[config.mk]
export PLATFORM = sky130hd
export DESIGN_NAME = nco_sweep_ctrl
export DESIGN_NICKNAME = d
export VERILOG_FILES = /design/src/rtl/nco_pkg.sv /design/src/rtl/sweep_dwell_timer.sv /design/src/rtl/nco_sweep_ctrl.sv
export SDC_FILE = /design/constraint.sdc
export NUM_CORES = 1
export LEC_CHECK = 0
export CAP_MARGIN = 5
export CORE_ASPECT_RATIO = 1.5
export CORE_MARGIN = 4
export CORE_UTILIZATION = 61
export DETAILED_ROUTE_END_ITERATION = 10
export GPL_TIMING_DRIVEN = 0
export PLACE_DENSITY = 0.95
export SLEW_MARGIN = 20
export SYNTH_ARGS = -nofsm -noshare
export SYNTH_HDL_FRONTEND = slang
export SYNTH_SLANG_ARGS = --single-unit
[constraint.sdc]
create_clock -name clk -period 13 [get_ports clk]
set_input_delay 2.6 -clock clk [delete_from_list [all_inputs] [get_ports clk]]
set_output_delay 2.6 -clock clk [all_outputs]
set_load 0.05 [all_outputs]
[src/rtl/nco_pkg.sv]
// Shared types and width defaults for the NCO frequency sweep controller.
// Optional triangle (up/down) sweep: build with NCO_SWEEP_TRI_EN defined.
package nco_pkg;

  localparam int FREQ_W  = 32;
  localparam int DWELL_W = 16;

  typedef enum logic [2:0] {
    IDLE,
    DWELL,
    STEP,
    DOWN,
    FINISH
  } sweep_state_t;

  typedef logic [FREQ_W-1:0] freq_t;

endpackage

[src/rtl/sweep_dwell_timer.sv]
// Dwell countdown: load wins over tick, counter parks at zero.
// zero flags the last cycle of the current frequency hold.
module sweep_dwell_timer #(
  parameter int DWELL_W = 16
) (
  input  logic               clk,
  input  logic               rst_n,
  input  logic               load,
  input  logic [DWELL_W-1:0] value,
  input  logic               tick,
  output logic               zero
);

  logic [DWELL_W-1:0] cnt_q;
  logic [DWELL_W-1:0] cnt_d;

  always_comb begin
    cnt_d = cnt_q;
    if (load) begin
      cnt_d = value;
    end else if (tick && (cnt_q != '0)) begin
      cnt_d = cnt_q - DWELL_W'(1);
    end
  end

  always_ff @(posedge clk or negedge rst_n) begin
    if (!rst_n) begin
      cnt_q <= '0;
    end else begin
      cnt_q <= cnt_d;
    end
  end

  assign zero = (cnt_q == '0);

endmodule

[src/rtl/nco_sweep_ctrl.sv]
// Linear frequency sweep sequencer feeding the NCO phase increment.
// Define NCO_SWEEP_TRI_EN to sweep back down to f_start before done.
module nco_sweep_ctrl #(
  parameter int FREQ_W  = nco_pkg::FREQ_W,
  parameter int DWELL_W = nco_pkg::DWELL_W
) (
  input  logic               clk,
  input  logic               rst_n,
  input  logic               start,
  input  logic               abort,
  input  logic [FREQ_W-1:0]  f_start,
  input  logic [FREQ_W-1:0]  f_stop,
  input  logic [FREQ_W-1:0]  f_step,
  input  logic [DWELL_W-1:0] dwell,
  output logic [FREQ_W-1:0]  freq,
  output logic               busy,
  output logic               done
);

  import nco_pkg::*;

  sweep_state_t state_q, state_d;

  logic [FREQ_W-1:0]  freq_q, freq_d;
  logic [FREQ_W-1:0]  f_start_q, f_start_d;
  logic [FREQ_W-1:0]  f_stop_q, f_stop_d;
  logic [FREQ_W-1:0]  f_step_q, f_step_d;
  logic [DWELL_W-1:0] rl_q, rl_d;
  logic               degen_q, degen_d;

  logic               tm_load;
  logic [DWELL_W-1:0] tm_val;
  logic               tm_tick;
  logic               tm_zero;

  logic [FREQ_W:0]    up_sum;
  logic [FREQ_W-1:0]  up_freq;
  logic [FREQ_W-1:0]  target;

  // Carry out of the widened add means we passed the top of the range.
  assign up_sum  = {1'b0, freq_q} + {1'b0, f_step_q};
  assign up_freq = (up_sum[FREQ_W] || (up_sum[FREQ_W-1:0] >= f_stop_q))
                 ? f_stop_q : up_sum[FREQ_W-1:0];
  assign target  = degen_q ? f_start_q : f_stop_q;

`ifdef NCO_SWEEP_TRI_EN
  logic [FREQ_W:0]    dn_diff;
  logic [FREQ_W-1:0]  dn_freq;

  assign dn_diff = {1'b0, freq_q} - {1'b0, f_step_q};
  assign dn_freq = (dn_diff[FREQ_W] || (dn_diff[FREQ_W-1:0] <= f_start_q))
                 ? f_start_q : dn_diff[FREQ_W-1:0];
`endif

  always_comb begin
    state_d   = state_q;
    freq_d    = freq_q;
    f_start_d = f_start_q;
    f_stop_d  = f_stop_q;
    f_step_d  = f_step_q;
    rl_d      = rl_q;
    degen_d   = degen_q;
    tm_load   = 1'b0;
    tm_val    = rl_q;
    tm_tick   = 1'b0;

    unique case (state_q)
      IDLE: begin
        if (start) begin
          f_start_d = f_start;
          f_stop_d  = f_stop;
          f_step_d  = f_step;
          rl_d      = (dwell == '0) ? '0 : dwell - DWELL_W'(1);
          degen_d   = (f_step == '0) || (f_start >= f_stop);
          freq_d    = f_start;
          tm_load   = 1'b1;
          tm_val    = rl_d;
          state_d   = DWELL;
        end
      end
      DWELL: begin
        tm_tick = 1'b1;
        if (tm_zero) begin
          if (freq_q == target) begin
`ifdef NCO_SWEEP_TRI_EN
            if (degen_q) begin
              state_d = FINISH;
            end else begin
              freq_d  = dn_freq;
              tm_load = 1'b1;
              state_d = DOWN;
            end
`else
            state_d = FINISH;
`endif
          end else begin
            freq_d  = up_freq;
            tm_load = 1'b1;
          end
        end
      end
`ifdef NCO_SWEEP_TRI_EN
      DOWN: begin
        tm_tick = 1'b1;
        if (tm_zero) begin
          if (freq_q == f_start_q) begin
            state_d = FINISH;
          end else begin
            freq_d  = dn_freq;
            tm_load = 1'b1;
          end
        end
      end
`endif
      FINISH: state_d = IDLE;
      default: state_d = IDLE;
    endcase

    if (abort && (state_q != IDLE)) begin
      state_d = IDLE;
      freq_d  = '0;
      tm_load = 1'b1;
      tm_val  = '0;
      tm_tick = 1'b0;
    end
  end

  always_ff @(posedge clk or negedge rst_n) begin
    if (!rst_n) begin
      state_q   <= IDLE;
      freq_q    <= '0;
      f_start_q <= '0;
      f_stop_q  <= '0;
      f_step_q  <= '0;
      rl_q      <= '0;
      degen_q   <= 1'b0;
    end else begin
      state_q   <= state_d;
      freq_q    <= freq_d;
      f_start_q <= f_start_d;
      f_stop_q  <= f_stop_d;
      f_step_q  <= f_step_d;
      rl_q      <= rl_d;
      degen_q   <= degen_d;
    end
  end

  sweep_dwell_timer #(
    .DWELL_W (DWELL_W)
  ) u_timer (
    .clk   (clk),
    .rst_n (rst_n),
    .load  (tm_load),
    .value (tm_val),
    .tick  (tm_tick),
    .zero  (tm_zero)
  );

  assign freq = freq_q;
  assign busy = (state_q == DWELL) || (state_q == STEP) || (state_q == DOWN);
  assign done = (state_q == FINISH);

endmodule
==> metrics.txt, run 1 <==
# TYPE chip_impl_metric gauge
chip_impl_metric{name="cts_num_sinks",unit=""} 163
chip_impl_metric{name="synth.lib_cells_used.distinct",unit=""} 74
chip_impl_metric{name="grt_remaining_overflow",unit=""} 0
chip_impl_metric{name="count_of_yosys_warnings_during_synthesis",unit=""} 0
chip_impl_metric{name="postCtsHoldBufs",unit=""} 0
chip_impl_info{name="crit_type",value="reg2reg"} 1
chip_impl_info{name="outcome",value="completed"} 1
chip_impl_metric{name="synth_nets",unit=""} 1522
chip_impl_info{name="reg2reg_to",value="freq[30]$_DFFE_PN0P_"} 1
chip_impl_info{name="min_path_type",value="reg2reg"} 1
chip_impl_info{name="critPathCaptureType",value="register"} 1
chip_impl_metric{name="floorplan.initialDensity",unit=""} 0.623
chip_impl_metric{name="io_pins",unit=""} 150
chip_impl_metric{name="min_delay_path_depth",unit=""} 1
chip_impl_info{name="min-delay-start",value="rl_q[3]$_DFF_PN0_"} 1
chip_impl_metric{name="p_leak",unit="uW"} 0.00650
chip_impl_metric{name="cts_setup_buffers",unit=""} 0
chip_impl_metric{name="timing.reg2reg.worst_path_depth",unit=""} 17
chip_impl_metric{name="timing.critical_path.fanout_max",unit=""} 6
chip_impl_metric{name="clock_transition_time_at_the_flip_flop_clock_pins_of_the_worst_setup_and_hold_paths",unit="ps"} 60
chip_impl_metric{name="antenna-diode-count",unit=""} 0
chip_impl_info{name="clockRootBuffer",value="clkbuf_16"} 1
chip_impl_metric{name="clock_latency",unit="ps"} 450
chip_impl_metric{name="grt_antenna_before_repair",unit=""} 0
chip_impl_metric{name="peakVddDrop",unit="uV"} 181
chip_impl_metric{name="p_per_area",unit="nW/um^2"} 261
chip_impl_metric{name="rrSetupSlack",unit="ps"} 7330
chip_impl_metric{name="placementRows",unit=""} 60
chip_impl_metric{name="syn2layout_area_growth",unit="%"} 21.4
chip_impl_metric{name="total_cts_buffers",unit=""} 17
chip_impl_metric{name="gp_congestion",unit=""} 0.962
chip_impl_metric{name="fin_skew",unit="ps"} 5.97
chip_impl_metric{name="dieArea",unit="sq um"} 20700
chip_impl_metric{name="grt_start_max_net_pins",unit=""} 86
chip_impl_metric{name="tightestPinTransition",unit="ps"} 814
chip_impl_metric{name="grt_pass1_vias",unit=""} 11300
chip_impl_info{name="worstSetupStartpointType",value="register"} 1
chip_impl_metric{name="syn-cell-area",unit="sq um"} 11200
chip_impl_metric{name="globalRouteTotalUtil",unit=""} 0.364
chip_impl_info{name="top_reg_cell_synth",value="dfrtp_1"} 1
chip_impl_metric{name="post_route_cells_drive_above_1_share",unit=""} 0.0437
chip_impl_metric{name="num-nets-final",unit=""} 1691
chip_impl_metric{name="first_pass_grt_wire_length",unit="microns"} 58900
chip_impl_metric{name="period_share",unit=""} 0.436
chip_impl_metric{name="cts-root-to-sink-buffers",unit=""} 2
chip_impl_metric{name="post-route-min-period",unit="ps"} 5670
chip_impl_metric{name="synth.ff_latch_count",unit=""} 163
chip_impl_metric{name="routed_via_density",unit=""} 6.59
chip_impl_metric{name="cap_violations",unit=""} 0
chip_impl_metric{name="final.hold.worst_slack",unit="ps"} 475
chip_impl_metric{name="detailedRoute.firstIterationViolations",unit=""} 1205
chip_impl_metric{name="drc",unit=""} 0
chip_impl_metric{name="final-setup-viol-count",unit=""} 0
chip_impl_metric{name="cts_htree_levels",unit=""} 4
chip_impl_metric{name="synth.yosys.seq_area_share",unit=""} 0.363
chip_impl_metric{name="dieHeight",unit="microns"} 174
chip_impl_metric{name="half_perimeter_wire_length_after_placement",unit="microns"} 28700
chip_impl_metric{name="antenna_left",unit=""} 0
chip_impl_metric{name="vias",unit=""} 11200
chip_impl_metric{name="final_max_slew_viol_count",unit=""} 0
chip_impl_metric{name="slew_headroom",unit=""} 0.457
chip_impl_info{name="r2r_start",value="freq[1]$_DFFE_PN0P_"} 1
chip_impl_metric{name="cp.required",unit="ps"} 13320
chip_impl_info{name="setup_repair_after_global_routing_missed_its_margin",value="false"} 1
chip_impl_metric{name="synthArstFlopShare",unit=""} 1.00
chip_impl_metric{name="place.port_buffers",unit=""} 149
chip_impl_info{name="layout_common_cells",value="315 x nand2_1, 163 x dfrtp_1, 148 x clkdlybuf4s50_1, 100 x ha_1, 83 x inv_1"} 1
chip_impl_metric{name="number_of_synthesized_flops_with_an_enable_pin",unit=""} 0
chip_impl_metric{name="timing.setup.tns",unit="ps"} 0
chip_impl_metric{name="timing.fmax",unit="MHz"} 176
chip_impl_metric{name="post_synth_inst_count",unit=""} 1305
chip_impl_metric{name="drt-total-wl",unit="microns"} 37900
chip_impl_info{name="min_delay_worst_endpoint",value="rl_q[3]$_DFF_PN0_"} 1
chip_impl_metric{name="placement.setup.worst_slack",unit="ps"} 7250
chip_impl_info{name="most_common_cell_after_layout_fill_and_taps_aside",value="nand2_1"} 1
chip_impl_metric{name="detail_route.wl_per_cell",unit="microns"} 22.2
chip_impl_metric{name="hold_viol_final",unit=""} 0
chip_impl_metric{name="number_of_gates_resized_after_cts",unit=""} 0
chip_impl_metric{name="detail_route.first_pass.iterations",unit=""} 6
chip_impl_metric{name="die_width",unit="microns"} 119
chip_impl_metric{name="design.core.area",unit="sq um"} 18000
chip_impl_metric{name="fin_ws",unit="ps"} 7330
chip_impl_info{name="clock_tree_from_tritoncts",value="done"} 1
chip_impl_metric{name="cp.arrival",unit="ps"} 5990
chip_impl_metric{name="syn_avg_cell_area",unit="sq um"} 8.61
## Yosys cell counts, types with 11 or more instances
cell	number	share of area
mux2i_1	58	0.052
ha_1	100	0.11
nand2_1	315	0.11
nor3_1	22	0.0098
xnor2_1	62	0.048
nand4_1	18	0.010
inv_1	83	0.028
nor4_1	27	0.015
or3_1	11	0.0061
clkbuf_1	30	0.010
o21ai_0	81	0.036
nor2_1	37	0.012
dfrtp_1	163	0.36
a21oi_1	60	0.027
a21o_1	27	0.018
o211ai_1	27	0.018
nand3_1	13	0.0058
## sequential cells by signal, indices dropped and copies added, names as in the netlist
signal and count:
state_q 2, f_stop_q 32, f_step_q 32, degen_q 1
u_timer.cnt_q 16, f_start_q 32, rl_q 16, freq 32
## layer usage
layer,vias up,track usage,part of all wire
met5,-,0,0
met4,0,0.269,0.084
met3,219,0.0713,0.090
met2,756,0.609,0.48
met1,5289,0.409,0.34
li1,4955,-,-
## worst max-delay path, stage by stage, from the launching register on
cell and delay, ps:
dfrtp_1 470, ha_1 350, a211oi_1 360, o211ai_1 280
a311oi_1 530, nor2_1 270, a21oi_1 470, mux2i_1 170
or2_2 320, ha_1 300, a21o_1 170, a21o_1 180
a211oi_1 330, o221ai_1 190, a21oi_1 290, o31ai_4 200
and2b_1 290, a221o_1 380
## power breakdown
part / internal (uW) / leakage (uW) / switching (uW)
Clock: 323 / 0.000295 / 212
Sequential: 682 / 0.00203 / 177
Combinational: 835 / 0.00418 / 1330
Total: 1840 / 0.00650 / 1720
## layout make-up
cell class,instances,area [sq um]
Sequential cell,163,4080
Fill cell,1273,4380
Inverter,83,312
Tap cell,217,272
Clock buffer,20,447
Timing Repair Buffer,150,1520
Buffer,48,244
Multi-Input combinational cell,1011,6600
Clock inverter,11,160
## worst max-delay path by stage
stage	from	to	slack (ps)	cells after the start
finish	freq[1]$_DFFE_PN0P_	freq[30]$_DFFE_PN0P_	7330	17
global route	freq[1]$_DFFE_PN0P_	freq[30]$_DFFE_PN0P_	7200	17
global placement	rst_n	f_step_q[24]$_DFFE_PN0P_	2800	1
CTS	freq[1]$_DFFE_PN0P_	freq[30]$_DFFE_PN0P_	7480	17
floorplan	dwell[10]	u_timer.cnt_q[2]$_DFFE_PN0P_	8350	8
detailed placement	dwell[8]	u_timer.cnt_q[13]$_DFFE_PN0P_	7250	9
## cell families (layout without fill, tap and decap cells)
family | after synthesis | in the layout | share of synthesized area
AND/OR/NAND/NOR | 486 | 486 | 0.193
AO/OA/AOI/OAI | 294 | 294 | 0.173
flip-flops | 163 | 163 | 0.363
buffers and inverters | 131 | 312 | 0.0495
adder cells (fa/ha/maj) | 101 | 101 | 0.113
XOR/XNOR | 71 | 71 | 0.0554
multiplexers | 59 | 59 | 0.0527
## per-stage QoR
step / util / area [sq um] / std cells / power, uW
3_5_place_dp: 0.723 / 13000 / 1672 / 2930
5_1_grt: 0.757 / 13600 / 1703 / 3750
3_3_place_gp: 0.721 / 13000 / 1671 / 2850
4_1_cts: 0.757 / 13600 / 1703 / 3490
6_report: 0.757 / 13600 / 1703 / 3560
2_1_floorplan: - / 11200 / 1305 / 2290
No activity file was read; power rests on OpenSTA's default activity.
==> run 2: changes to the inputs <==
CORE_UTILIZATION = 57   (was 61)
PLACE_DENSITY = 0.92   (was 0.95)
clock period = 5.9 ns   (was 13 ns; I/O delays follow)
==> run 2 against run 1 <==
  * Register-to-register slack lost 6900 ps
  * Worst setup slack worse by 6900 ps
  * Die area increased by 6.6%
  * Sequential power increased by 120%
  * Routed wire length up 0.24%
  * Combinational power is 120% higher
  * Via count shrank 0.48%
  * Cell count grew 2.3%
  * Total power is 120% higher
  * Global-route usage down 2.0 points
==> metrics.txt, run 2 (synthesized netlist as in run 1, its figures left out) <==
# TYPE chip_impl_metric gauge
chip_impl_metric{name="grt_remaining_overflow",unit=""} 0
chip_impl_metric{name="p_sw",unit="uW"} 3770
chip_impl_metric{name="power.share.clock",unit=""} 0.152
chip_impl_metric{name="worstSetupPathDepth",unit=""} 17
chip_impl_info{name="reg2reg_to",value="freq[18]$_DFFE_PN0P_"} 1
chip_impl_metric{name="timing.fmax",unit="MHz"} 182
chip_impl_metric{name="p_leak",unit="uW"} 0.00651
chip_impl_metric{name="vias",unit=""} 11200
chip_impl_info{name="most_common_cell_after_layout_fill_and_taps_aside",value="nand2_1"} 1
chip_impl_metric{name="pwr-share-comb",unit=""} 0.606
chip_impl_info{name="cp_cell_sequence",value="ha_1, a211oi_1, o211ai_1, a311oi_2, nor2_1, a21oi_1, mux2i_1, or2_2, ha_1, a21o_1, a21o_1, a211oi_1, o221ai_1, a21oi_1, o31ai_4, and2b_1, a221o_1"} 1
chip_impl_metric{name="dieHeight",unit="microns"} 180
chip_impl_metric{name="antenna-diode-count",unit=""} 0
chip_impl_info{name="min_delay_worst_endpoint",value="u_timer.cnt_q[12]$_DFFE_PN0P_"} 1
chip_impl_metric{name="die_width",unit="microns"} 123
chip_impl_metric{name="grt_antenna_before_repair",unit=""} 0
chip_impl_metric{name="grt_start_max_net_pins",unit=""} 104
chip_impl_metric{name="syn2layout_area_growth",unit="%"} 22.0
chip_impl_metric{name="timing.critical_path.slowest_cell_delay",unit="ps"} 480
chip_impl_metric{name="postCtsHoldBufs",unit=""} 0
chip_impl_metric{name="p_per_area",unit="nW/um^2"} 572
chip_impl_info{name="worst_setup_path_startpoint",value="freq[1]$_DFFE_PN0P_"} 1
chip_impl_info{name="critPathCaptureType",value="register"} 1
chip_impl_metric{name="finalCoreUtilization",unit=""} 0.712
chip_impl_metric{name="p_seq_frac",unit=""} 0.242
chip_impl_metric{name="cap_violations",unit=""} 0
chip_impl_metric{name="place_area",unit="sq um"} 13100
chip_impl_metric{name="detail_route.first_pass.iterations",unit=""} 6
chip_impl_metric{name="cts_num_sinks",unit=""} 163
chip_impl_metric{name="cts_setup_buffers",unit=""} 0
chip_impl_metric{name="cp.required",unit="ps"} 6210
chip_impl_metric{name="path_buf_inv",unit=""} 0
chip_impl_metric{name="timing.critical_path.fanout_max",unit=""} 6
chip_impl_metric{name="detail_route.wl_per_cell",unit="microns"} 21.8
chip_impl_metric{name="p_int",unit="uW"} 4070
chip_impl_metric{name="drc",unit=""} 0
chip_impl_metric{name="antenna_left",unit=""} 0
chip_impl_info{name="clockRootBuffer",value="clkbuf_16"} 1
chip_impl_info{name="min-delay-start",value="u_timer.cnt_q[12]$_DFFE_PN0P_"} 1
chip_impl_metric{name="cts-root-to-sink-buffers",unit=""} 2
chip_impl_metric{name="final-setup-viol-count",unit=""} 0
chip_impl_metric{name="num-nets-final",unit=""} 1691
chip_impl_metric{name="routed_via_density",unit=""} 6.41
chip_impl_info{name="crit_type",value="reg2reg"} 1
chip_impl_metric{name="post_route_cells_drive_above_1_share",unit=""} 0.0444
chip_impl_metric{name="min_delay_path_depth",unit=""} 1
chip_impl_metric{name="peakVddDrop",unit="uV"} 444
chip_impl_info{name="min_path_type",value="reg2reg"} 1
chip_impl_metric{name="first_pass_grt_wire_length",unit="microns"} 58800
chip_impl_metric{name="gp_congestion",unit=""} 0.961
chip_impl_metric{name="period_share",unit=""} 0.932
chip_impl_metric{name="dieArea",unit="sq um"} 22100
chip_impl_metric{name="number_of_gates_resized_after_cts",unit=""} 0
chip_impl_info{name="worstSetupStartpointType",value="register"} 1
chip_impl_info{name="clock_tree_from_tritoncts",value="done"} 1
chip_impl_metric{name="rrSetupSlack",unit="ps"} 400
chip_impl_metric{name="slew_headroom",unit=""} 0.517
chip_impl_metric{name="clock_transition_time_at_the_flip_flop_clock_pins_of_the_worst_setup_and_hold_paths",unit="ps"} 70
chip_impl_metric{name="fraction_of_power_spent_switching_nets",unit=""} 0.481
chip_impl_info{name="r2r_start",value="freq[1]$_DFFE_PN0P_"} 1
chip_impl_metric{name="floorplan.initialDensity",unit=""} 0.584
chip_impl_metric{name="cts_htree_levels",unit=""} 4
chip_impl_metric{name="io_pins",unit=""} 150
chip_impl_metric{name="total_cts_buffers",unit=""} 17
chip_impl_metric{name="fin_skew",unit="ps"} 10.2
chip_impl_info{name="crit_family",value="compound AO/OA/AOI/OAI gates"} 1
chip_impl_metric{name="grt_pass1_vias",unit=""} 11500
chip_impl_metric{name="post-route-min-period",unit="ps"} 5500
chip_impl_metric{name="globalRouteTotalUtil",unit=""} 0.344
chip_impl_metric{name="drt-total-wl",unit="microns"} 37900
chip_impl_metric{name="tightestPinTransition",unit="ps"} 725
chip_impl_info{name="outcome",value="completed"} 1
chip_impl_metric{name="final_max_slew_viol_count",unit=""} 0
chip_impl_metric{name="design.core.area",unit="sq um"} 19200
chip_impl_metric{name="half_perimeter_wire_length_after_placement",unit="microns"} 29100
chip_impl_metric{name="place.port_buffers",unit=""} 149
chip_impl_metric{name="cp.arrival",unit="ps"} 5810
chip_impl_info{name="setup_repair_after_global_routing_missed_its_margin",value="false"} 1
chip_impl_metric{name="timing.reg2reg.worst_path_depth",unit=""} 17
chip_impl_metric{name="detailedRoute.firstIterationViolations",unit=""} 1096
chip_impl_metric{name="hold_viol_final",unit=""} 0
chip_impl_metric{name="clock_latency",unit="ps"} 440
chip_impl_info{name="layout_common_cells",value="315 x nand2_1, 163 x dfrtp_1, 148 x clkdlybuf4s50_1, 100 x ha_1, 83 x inv_1"} 1
chip_impl_info{name="crit_path_top_delay_cell",value="dfrtp_1"} 1
chip_impl_metric{name="placementRows",unit=""} 62
chip_impl_metric{name="final_design_area_no_fill",unit="sq um"} 13700
[run 2: changes by cell type in the layout (fill, tap and decap cells not counted), sizes merged]
cell	before	now
clkbuf	50	51
clkinvlp	2	1
[run 2: worst max path at each step]
| stage | endpoint |
|---|---|
| after floorplan | freq[22]$_DFFE_PN0P_ |
| after global placement | f_step_q[25]$_DFFE_PN0P_ |
| after detailed placement | freq[18]$_DFFE_PN0P_ |
| after CTS | freq[18]$_DFFE_PN0P_ |
| after global routing | freq[20]$_DFFE_PN0P_ |
| final | freq[18]$_DFFE_PN0P_ |
[run 2: routing by layer]
metal / vias to the layer above / global-route usage / wire, microns
li1: 4963 / - / -
met1: 5289 / 0.380 / 13200
met4: 0 / 0.269 / 3600
met5: - / 0 / 0
met2: 685 / 0.577 / 18200
met3: 228 / 0.0553 / 2970
[run 2: per-stage QoR]
stage	instances	hold slack, ps	setup TNS [ps]	total power, uW	setup WS, ps
floorplan	1305	437	0	5050	1270
global placement	1710	449	-456010	6290	-2810
detailed placement	1711	463	0	6460	419
CTS	1742	477	0	7700	309
global route	1742	502	0	8260	185
finish	1742	477	0	7840	403
[run 2: worst reg2reg max path, delay by kind of cell (launching register included)]
| kind | cells | cell delay [ps] |
|---|---|---|
| AOI/OAI and AO/OA | 11 | 3200 |
| adders and majority gates | 2 | 660 |
| and+or+nand+nor | 3 | 870 |
| DFF | 1 | 480 |
| muxes | 1 | 170 |
[run 2: cell type report]
cell class	instances	area, sq um
multi-input cells	1011	6610
fillers	1461	5540
flip-flops and latches	163	4080
repair buffers	150	1520
clock buffers	21	460
well taps	256	320
inverters	83	312
plain buffers	48	244
clock inverters	10	156
[run 2: power groups by stage]
stage	Sequential (uW)	Clock, uW	Combinational [uW]
floorplan	2020	0	3030
global placement	1860	0	4420
detailed placement	1880	0	4580
CTS	1870	1180	4650
global route	1920	1230	5110
finish	1890	1190	4750
==> run 3: changes to the inputs <==
CORE_ASPECT_RATIO = 1.75   (was 1.5)
==> run 3 against run 2 <==
  * Sequential power about the same
  * Clock-buffer cell count unchanged
  * Flip-flop and latch count stayed put
  * Register-to-register slack worse by 20 ps
  * Clock power barely moved
  * Sequential share of layout area hardly changed
  * Global-route usage decreased by 0.17 points
  * Total power is 0.20% higher
  * Clock skew about the same
  * Critical endpoint unchanged
==> metrics.txt, run 3 (synthesized netlist as in run 1, its figures left out) <==
# TYPE chip_impl_metric gauge
chip_impl_metric{name="placementRows",unit=""} 67
chip_impl_metric{name="p_leak",unit="uW"} 0.00651
chip_impl_metric{name="cp.required",unit="ps"} 6230
chip_impl_info{name="globalRoute.busiestLayer",value="met2"} 1
chip_impl_metric{name="globalRouteTotalUtil",unit=""} 0.342
chip_impl_metric{name="finalCoreUtilization",unit=""} 0.710
chip_impl_metric{name="rrSetupSlack",unit="ps"} 380
chip_impl_metric{name="grt_remaining_overflow",unit=""} 0
chip_impl_metric{name="final_max_slew_viol_count",unit=""} 0
chip_impl_metric{name="detailedRoute.firstIterationViolations",unit=""} 1004
chip_impl_metric{name="grt_start_max_net_pins",unit=""} 92
chip_impl_metric{name="fin_skew",unit="ps"} 10.0
chip_impl_metric{name="antenna-diode-count",unit=""} 0
chip_impl_info{name="setup_repair_after_global_routing_missed_its_margin",value="false"} 1
chip_impl_info{name="outcome",value="completed"} 1
chip_impl_info{name="crit_type",value="reg2reg"} 1
chip_impl_info{name="most_common_cell_after_layout_fill_and_taps_aside",value="nand2_1"} 1
chip_impl_metric{name="cts-root-to-sink-buffers",unit=""} 2
chip_impl_metric{name="drc",unit=""} 0
chip_impl_metric{name="cap_violations",unit=""} 0
chip_impl_metric{name="cts_setup_buffers",unit=""} 0
chip_impl_metric{name="place.port_buffers",unit=""} 149
chip_impl_info{name="min_path_type",value="reg2reg"} 1
chip_impl_metric{name="tightestPinTransition",unit="ps"} 828
chip_impl_metric{name="gp_congestion",unit=""} 1.00
chip_impl_metric{name="dieHeight",unit="microns"} 194
chip_impl_metric{name="postCtsHoldBufs",unit=""} 0
chip_impl_metric{name="min_delay_path_depth",unit=""} 1
chip_impl_info{name="min_delay_worst_endpoint",value="u_timer.cnt_q[4]$_DFFE_PN0P_"} 1
chip_impl_metric{name="peakVddDrop",unit="uV"} 334
chip_impl_metric{name="timing.fmax",unit="MHz"} 181
chip_impl_info{name="r2r_start",value="freq[1]$_DFFE_PN0P_"} 1
chip_impl_info{name="reg2reg_to",value="freq[18]$_DFFE_PN0P_"} 1
chip_impl_metric{name="p_per_area",unit="nW/um^2"} 573
chip_impl_metric{name="num-fill-cells",unit=""} 1455
chip_impl_metric{name="power",unit="uW"} 7850
chip_impl_metric{name="met1_usage",unit=""} 0.366
chip_impl_metric{name="hold_viol_final",unit=""} 0
chip_impl_info{name="worstSetupStartpointType",value="register"} 1
chip_impl_metric{name="gr-usage-met2",unit=""} 0.576
chip_impl_metric{name="design.core.area",unit="sq um"} 19300
chip_impl_metric{name="vias",unit=""} 11200
chip_impl_metric{name="antenna_left",unit=""} 0
chip_impl_metric{name="slew_headroom",unit=""} 0.448
chip_impl_metric{name="clock_transition_time_at_the_flip_flop_clock_pins_of_the_worst_setup_and_hold_paths",unit="ps"} 70
chip_impl_metric{name="met3_track_demand_over_resource_in_global_routing",unit=""} 0.0584
chip_impl_metric{name="number_of_gates_resized_after_cts",unit=""} 0
chip_impl_info{name="worst_setup_path_startpoint",value="freq[1]$_DFFE_PN0P_"} 1
chip_impl_metric{name="total_cts_buffers",unit=""} 17
chip_impl_metric{name="first_pass_grt_wire_length",unit="microns"} 59000
chip_impl_metric{name="floorplan.initialDensity",unit=""} 0.583
chip_impl_metric{name="post-route-min-period",unit="ps"} 5520
chip_impl_metric{name="cts_htree_levels",unit=""} 4
chip_impl_metric{name="timing.reg2reg.worst_path_depth",unit=""} 17
chip_impl_info{name="clock_tree_from_tritoncts",value="done"} 1
chip_impl_metric{name="detail_route.first_pass.iterations",unit=""} 7
chip_impl_metric{name="routed_via_density",unit=""} 6.47
chip_impl_metric{name="detail_route.wl_per_cell",unit="microns"} 22.0
chip_impl_metric{name="cts_num_sinks",unit=""} 163
chip_impl_metric{name="clock_latency",unit="ps"} 450
chip_impl_metric{name="timing.critical_path.fanout_max",unit=""} 6
chip_impl_info{name="critPathCaptureType",value="register"} 1
chip_impl_metric{name="final-setup-viol-count",unit=""} 0
chip_impl_metric{name="period_share",unit=""} 0.936
chip_impl_metric{name="half_perimeter_wire_length_after_placement",unit="microns"} 29000
chip_impl_metric{name="grt_antenna_before_repair",unit=""} 0
chip_impl_metric{name="drt-total-wl",unit="microns"} 38100
chip_impl_info{name="min-delay-start",value="u_timer.cnt_q[4]$_DFFE_PN0P_"} 1
chip_impl_info{name="layout_common_cells",value="315 x nand2_1, 163 x dfrtp_1, 148 x clkdlybuf4s50_1, 100 x ha_1, 83 x inv_1"} 1
chip_impl_metric{name="num-nets-final",unit=""} 1691
chip_impl_metric{name="post_route_cells_drive_above_1_share",unit=""} 0.0457
chip_impl_info{name="clockRootBuffer",value="clkbuf_16"} 1
chip_impl_metric{name="die_width",unit="microns"} 114
chip_impl_metric{name="syn2layout_area_growth",unit="%"} 21.9
chip_impl_metric{name="dieArea",unit="sq um"} 22100
chip_impl_metric{name="grt_pass1_vias",unit=""} 11500
chip_impl_metric{name="io_pins",unit=""} 150
chip_impl_metric{name="cp.arrival",unit="ps"} 5850
## run 3: metal layers
layer	share of wire	vias up
met5	0	-
met4	0.095	0
met3	0.080	226
met2	0.49	741
met1	0.34	5270
li1	-	4943
## run 3: cell type report
| type | count | area (sq um) | area share |
|---|---|---|---|
| clock inverter | 11 | 150 | 0.0110 |
| tap | 241 | 302 | 0.0220 |
| multi-input combinational | 1011 | 6600 | 0.482 |
| timing repair buffer | 150 | 1520 | 0.111 |
| clock buffer | 21 | 480 | 0.0351 |
| buffer | 48 | 244 | 0.0178 |
| inverter | 83 | 312 | 0.0228 |
| sequential | 163 | 4080 | 0.298 |
## run 3: worst max-delay path, cell delays in order, from the launching register on
cell,delay (ps)
dfrtp_1,480
ha_1,370
a211oi_1,350
o211ai_1,260
a311oi_1,630
nor2_1,300
a21oi_1,440
mux2i_1,160
or2_2,320
ha_1,290
a21o_1,160
a21o_1,160
a211oi_1,240
o221ai_1,150
a21oi_1,230
o31ai_4,170
and2b_1,290
a221o_1,390
## run 3: metrics by stage
stage                     instances  cell area, sq um  setup WS [ps]  hold slack [ps]  setup TNS [ps]
after floorplan                1305             11200           1270              437               0
after global placement         1695             13000          -2840              458         -460390
after detailed placement       1696             13100            588              462               0
after CTS                      1728             13700            509              470               0
after global routing           1728             13700            154              500               0
final                          1728             13700            380              476               0
## run 3: how the worst max path moves through the flow
stage | to | slack [ps]
2_1_floorplan | freq[22]$_DFFE_PN0P_ | 1270
3_3_place_gp | f_step_q[24]$_DFFE_PN0P_ | -2840
3_5_place_dp | freq[30]$_DFFE_PN0P_ | 590
4_1_cts | freq[18]$_DFFE_PN0P_ | 510
5_1_grt | freq[27]$_DFFE_PN0P_ | 150
6_report | freq[18]$_DFFE_PN0P_ | 380
## run 3: where the power goes
group          internal (uW)  leakage [uW]  total, uW  switching, uW
combinational           1840       0.00418       4750           2920
sequential              1500       0.00203       1900            397
clock                    712      0.000306       1200            485
total                   4050       0.00651       7850           3800
